$ cat config.mk
export PLATFORM = sky130hd
export DESIGN_NAME = ula_seq
export DESIGN_NICKNAME = d
export VERILOG_FILES = /design/src/rtl/ula_pkg.sv /design/src/rtl/ula_muldiv.sv /design/src/rtl/ula_seq.sv
export SDC_FILE = /design/constraint.sdc
export NUM_CORES = 1
export LEC_CHECK = 0
export CAP_MARGIN = 20
export CORE_MARGIN = 2
export CORE_UTILIZATION = 46
export DETAILED_ROUTE_END_ITERATION = 10
export GPL_TIMING_DRIVEN = 0
export PLACE_DENSITY = 0.63
export SETUP_SLACK_MARGIN = 0.05
export SLEW_MARGIN = 15
export SYNTH_ARGS = -nofsm -noshare
export SYNTH_HDL_FRONTEND = slang
export SYNTH_HIERARCHICAL = 1
export SYNTH_SLANG_ARGS = --single-unit
$ cat constraint.sdc
create_clock -name clk -period 9.7 [get_ports clk]
set_input_delay 1.94 -clock clk [delete_from_list [all_inputs] [get_ports clk]]
set_output_delay 1.94 -clock clk [all_outputs]
set_load 0.03 [all_outputs]
$ cat src/rtl/ula_pkg.sv
// ula_pkg: shared definitions for the sequential ALU.
//   - opcode encodings (opcode_e), OPCODE_W opcode field width
//   - FSM state encoding (state_e: IDLE / BUSY / DONE)
//   - cnt_width(): width of the iterative step counter for a given data width
package ula_pkg;

    localparam int OPCODE_W = 4;

    typedef enum logic [OPCODE_W-1:0] {
        OP_ADD  = 4'd0,
        OP_SUB  = 4'd1,
        OP_MUL  = 4'd2,
        OP_DIV  = 4'd3,
        OP_AND  = 4'd4,
        OP_NAND = 4'd5,
        OP_OR   = 4'd6,
        OP_XOR  = 4'd7,
        OP_CMP  = 4'd8,
        OP_NOT  = 4'd9,
        OP_LFSR = 4'd10
    } opcode_e;

    typedef enum logic [1:0] {
        ST_IDLE = 2'd0,
        ST_BUSY = 2'd1,
        ST_DONE = 2'd2
    } state_e;

    // Counter must be able to hold the value n (steps remaining).
    function automatic int cnt_width(input int n);
        return $clog2(n + 1);
    endfunction

endpackage

$ cat src/rtl/ula_muldiv.sv
// ula_muldiv: iterative unsigned multiplier / divider sharing one accumulator.
//   clk, rst     clock, asynchronous active-high reset
//   start        load a/b/is_div and perform the first step in the same cycle
//   is_div       0: shift-add multiply, 1: restoring divide
//   a, b         operands (multiplier/multiplicand or dividend/divisor)
//   done         result available on lo/hi (held until the next start)
//   lo, hi       MUL: product low/high half; DIV: quotient/remainder
// Takes W steps in total; done rises W-1 cycles after the start cycle.
module ula_muldiv
    import ula_pkg::*;
#(
    parameter int W = 11
) (
    input  logic         clk,
    input  logic         rst,
    input  logic         start,
    input  logic         is_div,
    input  logic [W-1:0] a,
    input  logic [W-1:0] b,
    output logic         done,
    output logic [W-1:0] lo,
    output logic [W-1:0] hi
);

    localparam int CW = cnt_width(W);

    logic [2*W-1:0] acc_q, acc_d, acc_src, acc_step;
    logic [W-1:0]   b_q, b_d, b_sel;
    logic           is_div_q, is_div_d, div_sel;
    logic [CW-1:0]  cnt_q, cnt_d;
    logic           active_q, active_d;
    logic [W:0]     add_sum, rem_sh, rem_diff;

    always_comb begin
        // NOTE: every always_comb output gets a default first so no path leaves it unassigned (no latch).
        acc_d    = acc_q;
        b_d      = b_q;
        is_div_d = is_div_q;
        cnt_d    = cnt_q;
        active_d = active_q;

        // On start the first step operates on the fresh operands directly.
        acc_src = start ? {{W{1'b0}}, a} : acc_q;
        b_sel   = start ? b : b_q;
        div_sel = start ? is_div : is_div_q;

        // Multiply: conditionally add b into the upper half, then shift right.
        add_sum = {1'b0, acc_src[2*W-1:W]} + (acc_src[0] ? {1'b0, b_sel} : {(W+1){1'b0}});

        // Divide: remainder shifted left with the next dividend bit; keep the
        // difference only if it did not go negative.
        rem_sh   = acc_src[2*W-1:W-1];
        rem_diff = rem_sh - {1'b0, b_sel};

        if (div_sel) begin
            if (rem_sh >= {1'b0, b_sel}) begin
                acc_step = {rem_diff[W-1:0], acc_src[W-2:0], 1'b1};
            end else begin
                acc_step = {rem_sh[W-1:0], acc_src[W-2:0], 1'b0};
            end
        end else begin
            acc_step = {add_sum, acc_src[W-1:1]};
        end

        if (start) begin
            acc_d    = acc_step;
            b_d      = b;
            is_div_d = is_div;
            cnt_d    = CW'(W - 1);
            active_d = 1'b1;
        end else if (active_q) begin
            if (cnt_q != '0) begin
                acc_d = acc_step;
                cnt_d = cnt_q - 1'b1;
            end else begin
                active_d = 1'b0;
            end
        end
    end

    // NOTE: sequential state uses non-blocking assignments so all flops update together at the edge.
    always_ff @(posedge clk or posedge rst) begin
        if (rst) begin
            acc_q    <= '0;
            b_q      <= '0;
            is_div_q <= 1'b0;
            cnt_q    <= '0;
            active_q <= 1'b0;
        end else begin
            acc_q    <= acc_d;
            b_q      <= b_d;
            is_div_q <= is_div_d;
            cnt_q    <= cnt_d;
            active_q <= active_d;
        end
    end

    assign done = active_q && (cnt_q == '0);
    assign lo   = acc_q[W-1:0];
    assign hi   = acc_q[2*W-1:W];

endmodule

$ cat src/rtl/ula_seq.sv
// ula_seq: sequential ALU with valid/ready handshakes and registered results.
//   clk, rst               clock, asynchronous active-high reset
//   in_valid / in_ready    operation handshake (accepted only in IDLE)
//   operand_a, operand_b   DATA_SIZE-bit operands
//   opcode                 operation select (see ula_pkg::opcode_e; 11..15 illegal)
//   out_valid / out_ready  result handshake (held in DONE until out_ready)
//   out, out_hi            primary result; MUL high half / DIV remainder
//   flag_zero/carry/ovf/err status flags, registered together with the result
module ula_seq
    import ula_pkg::*;
#(
    parameter int                   DATA_SIZE = 11,
    parameter logic [DATA_SIZE-1:0] LFSR_TAPS = 11'h500
) (
    input  logic                  clk,
    input  logic                  rst,
    input  logic                  in_valid,
    output logic                  in_ready,
    input  logic [DATA_SIZE-1:0]  operand_a,
    input  logic [DATA_SIZE-1:0]  operand_b,
    input  logic [OPCODE_W-1:0]   opcode,
    output logic                  out_valid,
    input  logic                  out_ready,
    output logic [DATA_SIZE-1:0]  out,
    output logic [DATA_SIZE-1:0]  out_hi,
    output logic                  flag_zero,
    output logic                  flag_carry,
    output logic                  flag_ovf,
    output logic                  flag_err
);

    localparam int W = DATA_SIZE;

    state_e         state_q, state_d;
    logic [W-1:0]   out_q, out_d, out_hi_q, out_hi_d;
    logic           zero_q, zero_d, carry_q, carry_d, ovf_q, ovf_d, err_q, err_d;
    logic           op_div_q, op_div_d;

    logic [W-1:0]   res_out, res_hi;
    logic           res_c, res_v, res_e;
    logic [W:0]     add_w;
    logic           iterative, load, md_start, md_done;
    logic [W-1:0]   md_lo, md_hi;

    ula_muldiv #(.W(W)) u_muldiv (
        .clk    (clk),
        .rst    (rst),
        .start  (md_start),
        .is_div (opcode == OP_DIV),
        .a      (operand_a),
        .b      (operand_b),
        .done   (md_done),
        .lo     (md_lo),
        .hi     (md_hi)
    );

    // Single-cycle datapath, evaluated straight off the inputs at accept time.
    always_comb begin
        res_out = '0;
        res_hi  = '0;
        res_c   = 1'b0;
        res_v   = 1'b0;
        res_e   = 1'b0;
        add_w   = {1'b0, operand_a} + {1'b0, operand_b};
        case (opcode)
            OP_ADD: begin
                res_out = add_w[W-1:0];
                res_c   = add_w[W];
                res_v   = (operand_a[W-1] == operand_b[W-1]) && (res_out[W-1] != operand_a[W-1]);
            end
            OP_SUB: begin
                res_out = operand_a - operand_b;
                res_c   = operand_a < operand_b;
                res_v   = (operand_a[W-1] != operand_b[W-1]) && (res_out[W-1] != operand_a[W-1]);
            end
            OP_MUL: ; // iterative path only
            OP_DIV: begin
                // Only reached here for a zero divisor.
                res_out = '1;
                res_hi  = operand_a;
                res_e   = 1'b1;
            end
            OP_AND:  res_out = operand_a & operand_b;
            OP_NAND: res_out = ~(operand_a & operand_b);
            OP_OR:   res_out = operand_a | operand_b;
            OP_XOR:  res_out = operand_a ^ operand_b;
            OP_CMP: begin
                if (operand_a > operand_b)       res_out = {{(W-1){1'b0}}, 1'b1};
                else if (operand_a == operand_b) res_out = '0;
                else                             res_out = '1;
            end
            OP_NOT:  res_out = ~operand_a;
            OP_LFSR: res_out = {operand_a[W-2:0], ^(operand_a & LFSR_TAPS)};
            default: res_e = 1'b1;
        endcase
    end

    assign iterative = (opcode == OP_MUL) || ((opcode == OP_DIV) && (operand_b != '0));

    // FSM next state and result registers; results load only on entry to DONE.
    always_comb begin
        state_d  = state_q;
        out_d    = out_q;
        out_hi_d = out_hi_q;
        zero_d   = zero_q;
        carry_d  = carry_q;
        ovf_d    = ovf_q;
        err_d    = err_q;
        op_div_d = op_div_q;
        md_start = 1'b0;
        load     = 1'b0;
        case (state_q)
            ST_IDLE: begin
                if (in_valid) begin
                    if (iterative) begin
                        md_start = 1'b1;
                        op_div_d = (opcode == OP_DIV);
                        state_d  = ST_BUSY;
                    end else begin
                        out_d    = res_out;
                        out_hi_d = res_hi;
                        carry_d  = res_c;
                        ovf_d    = res_v;
                        err_d    = res_e;
                        load     = 1'b1;
                        state_d  = ST_DONE;
                    end
                end
            end
            ST_BUSY: begin
                if (md_done) begin
                    out_d    = md_lo;
                    out_hi_d = md_hi;
                    carry_d  = !op_div_q && (md_hi != '0);
                    ovf_d    = 1'b0;
                    err_d    = 1'b0;
                    load     = 1'b1;
                    state_d  = ST_DONE;
                end
            end
            ST_DONE: begin
                // Handoff cycle: no new accept until back in IDLE.
                if (out_ready) state_d = ST_IDLE;
            end
            default: state_d = ST_IDLE;
        endcase
        if (load) zero_d = (out_d == '0);
    end

    always_ff @(posedge clk or posedge rst) begin
        if (rst) begin
            state_q  <= ST_IDLE;
            out_q    <= '0;
            out_hi_q <= '0;
            zero_q   <= 1'b0;
            carry_q  <= 1'b0;
            ovf_q    <= 1'b0;
            err_q    <= 1'b0;
            op_div_q <= 1'b0;
        end else begin
            state_q  <= state_d;
            out_q    <= out_d;
            out_hi_q <= out_hi_d;
            zero_q   <= zero_d;
            carry_q  <= carry_d;
            ovf_q    <= ovf_d;
            err_q    <= err_d;
            op_div_q <= op_div_d;
        end
    end

    assign in_ready   = (state_q == ST_IDLE);
    assign out_valid  = (state_q == ST_DONE);
    assign out        = out_q;
    assign out_hi     = out_hi_q;
    assign flag_zero  = zero_q;
    assign flag_carry = carry_q;
    assign flag_ovf   = ovf_q;
    assign flag_err   = err_q;

endmodule

# --- Yosys cells after proc, flatten, opt, wreduce, memory -nomap -nowiden ---
# Index checks and enable logic that the tools add are counted.
totals:
  reg_bits: 68
  out_inout_bits: 28
  wordCells: 123
classes:
  add_sub_neg: 5
  magnitude_cmp: 3
  eq_ne: 21
  muxes: 53
  bitwise: 5
  n_reduce_logical: 23
op_table:
  columns: ["cell", "n"]
  rows:
  - ["$mux 22", 6]
  - ["$mux 11", 11]
  - ["$pmux 11 s10", 1]
  - ["$pmux 11 s2", 2]
  - ["$add 11x11->12", 2]
  - ["$not 11->11", 2]
  - ["$reduce_bool 11->1", 2]
  - ["$sub 11x11->11", 2]
  - ["$mux 1", 19]
  - ["$eq 4x3->1 const B", 4]
  - ["$eq 4x4->1 const B", 3]
  - ["$ge 12x11->1", 1]
  - ["$mux 4", 3]
  - ["$pmux 1 s2", 6]
  - ["$and 11x11->11", 1]
  - ["$eq 11x11->1", 1]
  - ["$gt 11x11->1", 1]
  - ["$logic_not 11->1", 1]
  - ["$lt 11x11->1", 1]
  - ["$or 11x11->11", 1]
  - ["$reduce_xor 11->1", 1]
  - ["$xor 11x11->11", 1]
  - ["$reduce_or 10->1", 1]
  - ["$eq 4x2->1 const B", 2]
  - ["20 further kinds", 35]

# --- Longest topological paths before layout ---
logic_depth:
  word_depth: 13
  mapped_depth: 21
  mapped_depth_nobuf: 16

# --- Hierarchy ---
# The synthesis kept the hierarchy.
by_module_without_submodules:
  columns: ["module", "instances", "cells_per_inst", "area_per_inst_um2", "seq_area_each_um2"]
  rows:
  - ["ula_seq", 1, 518, 3728.6, 725.7]
  - ["ula_muldiv", 1, 375, 3179.3, 975.9]

# --- Least setup slack after synthesis ---
# Ideal clock, no wire load.
synth_path:
  path_kind: "input to register"
  start: "input opcode[2]"
  end: "register u_muldiv.acc_q[21]"
  setup_ns: 0.094
  arrival_time_ns: 5.627
  t_required_ns: 9.606
  setup_slack_ns: 3.979
  cell_stages: 17
  cell_sequence: "or3b_1 -> a31oi_1 -> nand3_1 -> inv_1 -> buf_4 -> buf_2 -> buf_2 -> buf_1 -> mux2i_1 -> ha_1 -> and4bb_4 -> o311a_1 -> o31a_1 -> o31ai_2 -> xnor2_1 -> mux2i_1 -> a211oi_1"
synth_between:
  elab_chain_cells: 13
  elab_cells_between_ends: 22
  cone_classes: "add/sub (2); order compare (1); eq/ne (2); mux (12); reduce/logical (5)"
synth_lines:
  columns: ["item", "line", "source"]
  rows:
  - ["start: declaration", "ula_seq.sv:21", "input logic [OPCODE_W-1:0] opcode,"]
  - ["$eq 4x2->1", "ula_seq.sv:98", "assign iterative = (opcode == OP_MUL) || ((opcode == OP_DIV) && (operand_b != '0));"]
  - ["$logic_and 1x1->1", "ula_seq.sv:98", null]
  - ["$logic_or 1x1->1 *", "ula_seq.sv:98", null]
  - ["$mux 1 *", "ula_seq.sv:115", "if (iterative) begin"]
  - ["$mux 1 *", "ula_seq.sv:114", "if (in_valid) begin"]
  - ["$mux 1 *", "ula_seq.sv:112", "case (state_q)"]
  - ["named net md_start", "ula_seq.sv:42", "logic iterative, load, md_start, md_done;"]
  - ["$mux 11 or $mux 22 (tied branches)", null, null]
  - ["$mux 11, or another cell as far along", "ula_muldiv.sv:48", "add_sum = {1'b0, acc_src[2*W-1:W]} + (acc_src[0] ? {1'b0, b_sel} : {(W+1){1'b0}});"]
  - ["$add 11x11->12 or $mux 22 (tied branches)", "ula_muldiv.sv:48, ula_muldiv.sv:56", null]
  - ["$mux 22", "ula_muldiv.sv:55", "if (div_sel) begin"]
  - ["$mux 22", "ula_muldiv.sv:72", "if (cnt_q != '0) begin"]
  - ["$mux 22", "ula_muldiv.sv:71", "end else if (active_q) begin"]
  - ["$mux 22", "ula_muldiv.sv:65", "if (start) begin"]
  - ["end signal: assignment", "ula_muldiv.sv:84", "acc_q <= '0;"]
  - ["end signal: assignment", "ula_muldiv.sv:90", "acc_q <= acc_d;"]
  - ["end: declaration", "ula_muldiv.sv:27", "logic [2*W-1:0] acc_q, acc_d, acc_src, acc_step;"]
# The timed path passes the listed nets; every way through them passes the cells marked *. The select of a mux whose other input is x is not followed.
# A chain may end at the register's enable or synchronous reset.

# --- Worst setup path in the final report ---
layout_path:
  start: "input opcode[2]"
  end: "register u_muldiv.acc_q[14]"
# Same word-level chain as after synthesis.

==> flow_summary.ini <==
[logic_synthesis]
synth_area_leaders = dfrtp_1, ha_1, nand2_1
synth_flop_cell = dfrtp_1
yosys.area.top_type_share_pct = 24.6
syn_nets = 980
avgSynthCellArea_um2 = 7.74
ys_seq_elements = 68
ys_warn_count = 6
netlist.top_cell.by_area = dfrtp_1
synth-edff-count = 0
seq_area_frac_synth_pct = 24.6
netlist_area_um2 = 6910
syn-instance-count = 893
synth.distinct_cells = 88
synthArstFlopShare_pct = 100

[clock_network]
clk_path_buf_depth = 2
clk_pin_slew_ns = 0.06
clock_latency_ns = 0.34
numCtsBuffers = 9
cts-root-buf = clkbuf_16
cts_hold_buf = 0
post_cts_buffers = 0
cts.htree.levels = 3
clock_sinks = 68
cts_tree = done
cts_resized = 0

[routing]
initialDrtViolationCount = 868
drc_errors = 0
avgRoutedWirePerCell_um = 21.0
ant_nets = 0
viasPerCell = 6.18
drt_wl_total_mm = 24.2
via_count = 7119
firstDrtPassIters = 5

[timing]
period_needed_ns = 7.53
slew_violations = 0
hold_viol = 0
finalSetupViolations = 0
fin_skew_ns = 0.00642
relSlewSlack_pct = 50.5
finalCritPeriodShare_pct = 77.6
hold_ws_ns = 0.480
worst_pin_slew_ns = 0.743
setup_tns_ns = 0
max_freq_mhz = 133
rsz0062_at_grt = no

[floorplan]
std_cell_rows = 44
die_area_um2 = 16000
io_pins = 58
start_util_pct = 47.3
die_h_um = 127
die_x_um = 127
core_um2 = 14600

[power_and_ir_drop]
peakVddDrop_v = 0.000231
leakage_uw = 0.00344
p_per_area_nw_per_um2 = 284

[global_routing]
antenna_found_initial = 0
grt.overflow.total = 0
grt_use_total_pct = 30.2
grt_pass1_vias = 6650
grt_max_degree = 34
grt_pass1_wl_mm = 37.9

[min_path]
holdPathStages = 2
min_path_type = flop to flop

[run_status]
status = finished, final reports clean

[critical_path]
critPathMaxFanout = 10
r2r_cells = 18
path_class = primary input to flop
setup.worst_path.end_class = flop
required_ns = 9.93
worstPathArrival_ns = 7.76
start_kind = primary input

[finish]
synthToLayoutAreaGrowth_pct = 16.8
layout-drive-gt1-share_pct = 7.85
final_cell_mix = nand2_1, nor2_1, o21ai_0
fin_nets = 1050
final_common_cell = nand2_1
n_antenna_cell = 0

[placed_design]
dp_hpwl_mm = 19.0
place_congestion = 0.963
port_buffers = 56

[flow_run]
cap_violations = 0
==> Yosys cell counts, types with 8 or more instances <==
library cell	number
a22oi_1	21
o211ai_1	8
xor2_1	8
nand2b_1	14
nor4_1	10
clkbuf_1	24
nand3_1	13
a21oi_1	53
ha_1	54
nor2_1	95
a31oi_1	15
buf_2	16
dfrtp_1	68
nor2b_1	21
inv_1	62
o22ai_1	14
a21o_1	15
xnor2_1	21
mux2i_1	25
o21ai_0	71
nand2_1	104
nor3_1	13
==> registers in the layout (all words and copies together), names as in the netlist <==
name	count
u_muldiv/acc_q	22
out	11
out_hi	11
u_muldiv/b_q	11
u_muldiv/cnt_q	4
state_q	2
flag_carry	1
flag_err	1
flag_ovf	1
flag_zero	1
op_div_q	1
u_muldiv/active_q	1
u_muldiv/is_div_q	1
==> power breakdown <==
group	total, uW	internal [uW]	switching (uW)
registers	512	399	112
clock network	342	208	134
logic	1430	582	852
==> logic make-up after synthesis <==
logic type / after synthesis / share of synthesized area [%]
adder cells (fa/ha/maj): 57 / 10.7
flip-flops: 68 / 24.6
AND/OR/NAND/NOR: 312 / 21.6
AO/OA/AOI/OAI: 281 / 27.7
multiplexers: 29 / 4.27
XOR/XNOR: 29 / 3.68
buffers and inverters: 117 / 7.43
==> worst max-delay path, stage by stage <==
cell and delay [ns]:
clkdlybuf4s50_1 0.51, or3b_1 0.47, a31oi_1 0.56, nand3_1 0.30, inv_1 0.13, buf_4 0.20
buf_2 0.27, buf_2 0.33, buf_1 0.61, mux2i_1 0.57, ha_1 0.38, nand3_1 0.14
nor3_1 0.08, and3_1 0.21, a211oi_4 0.51, mux2i_1 0.32, o21ai_1 0.10, o21a_1 0.11
==> cell type report <==
class                      count  area (um2)
buffer                        52         269
multi-input combinational    708        4700
sequential                    68        1700
clock buffer                  10         239
clock inverter                 6        71.3
inverter                      65         244
tap                          184         230
timing repair buffer          59         613
fill                        1404        6520
==> path summary, 6_finish.rpt <==
check                                        from                        endpoint  slack [ns]
setup reg to reg           state_q[0]$_DFFE_PP0P_  u_muldiv/acc_q[14]$_DFFE_PP0P_        4.35
hold reg to reg             out_hi[4]$_DFFE_PP0P_           out_hi[4]$_DFFE_PP0P_        0.48
max in group asynchronous                     rst            flag_ovf$_DFFE_PP0P_        7.26
setup / recovery                        opcode[2]  u_muldiv/acc_q[14]$_DFFE_PP0P_        2.17
hold / removal              out_hi[4]$_DFFE_PP0P_           out_hi[4]$_DFFE_PP0P_        0.48
min in group asynchronous                     rst     u_muldiv/active_q$_DFF_PP0_        1.83
==> stage by stage <==
step                cell area [um2]  setup WS, ns  total power, uW  instances  utilization (%)
CTS                            8070          2.29             2270       1152             55.3
floorplan                      6910          3.98             1520        893                -
detailed placement             7760          1.95             1920       1136             53.2
finish                         8070          2.17             2290       1152             55.3
global route                   8070          1.91             2470       1152             55.3
global placement               7700          1.97             1910       1133             52.8
==> layer usage <==
layer	part of all wire, %	routed length, um	track usage (%)
met4	3.5	839	11.2
met5	0	0	0
met3	8.8	2130	7.55
met2	42	10300	44.8
met1	45	11000	42.7
Note: power is estimated with default switching activity, not from simulation.
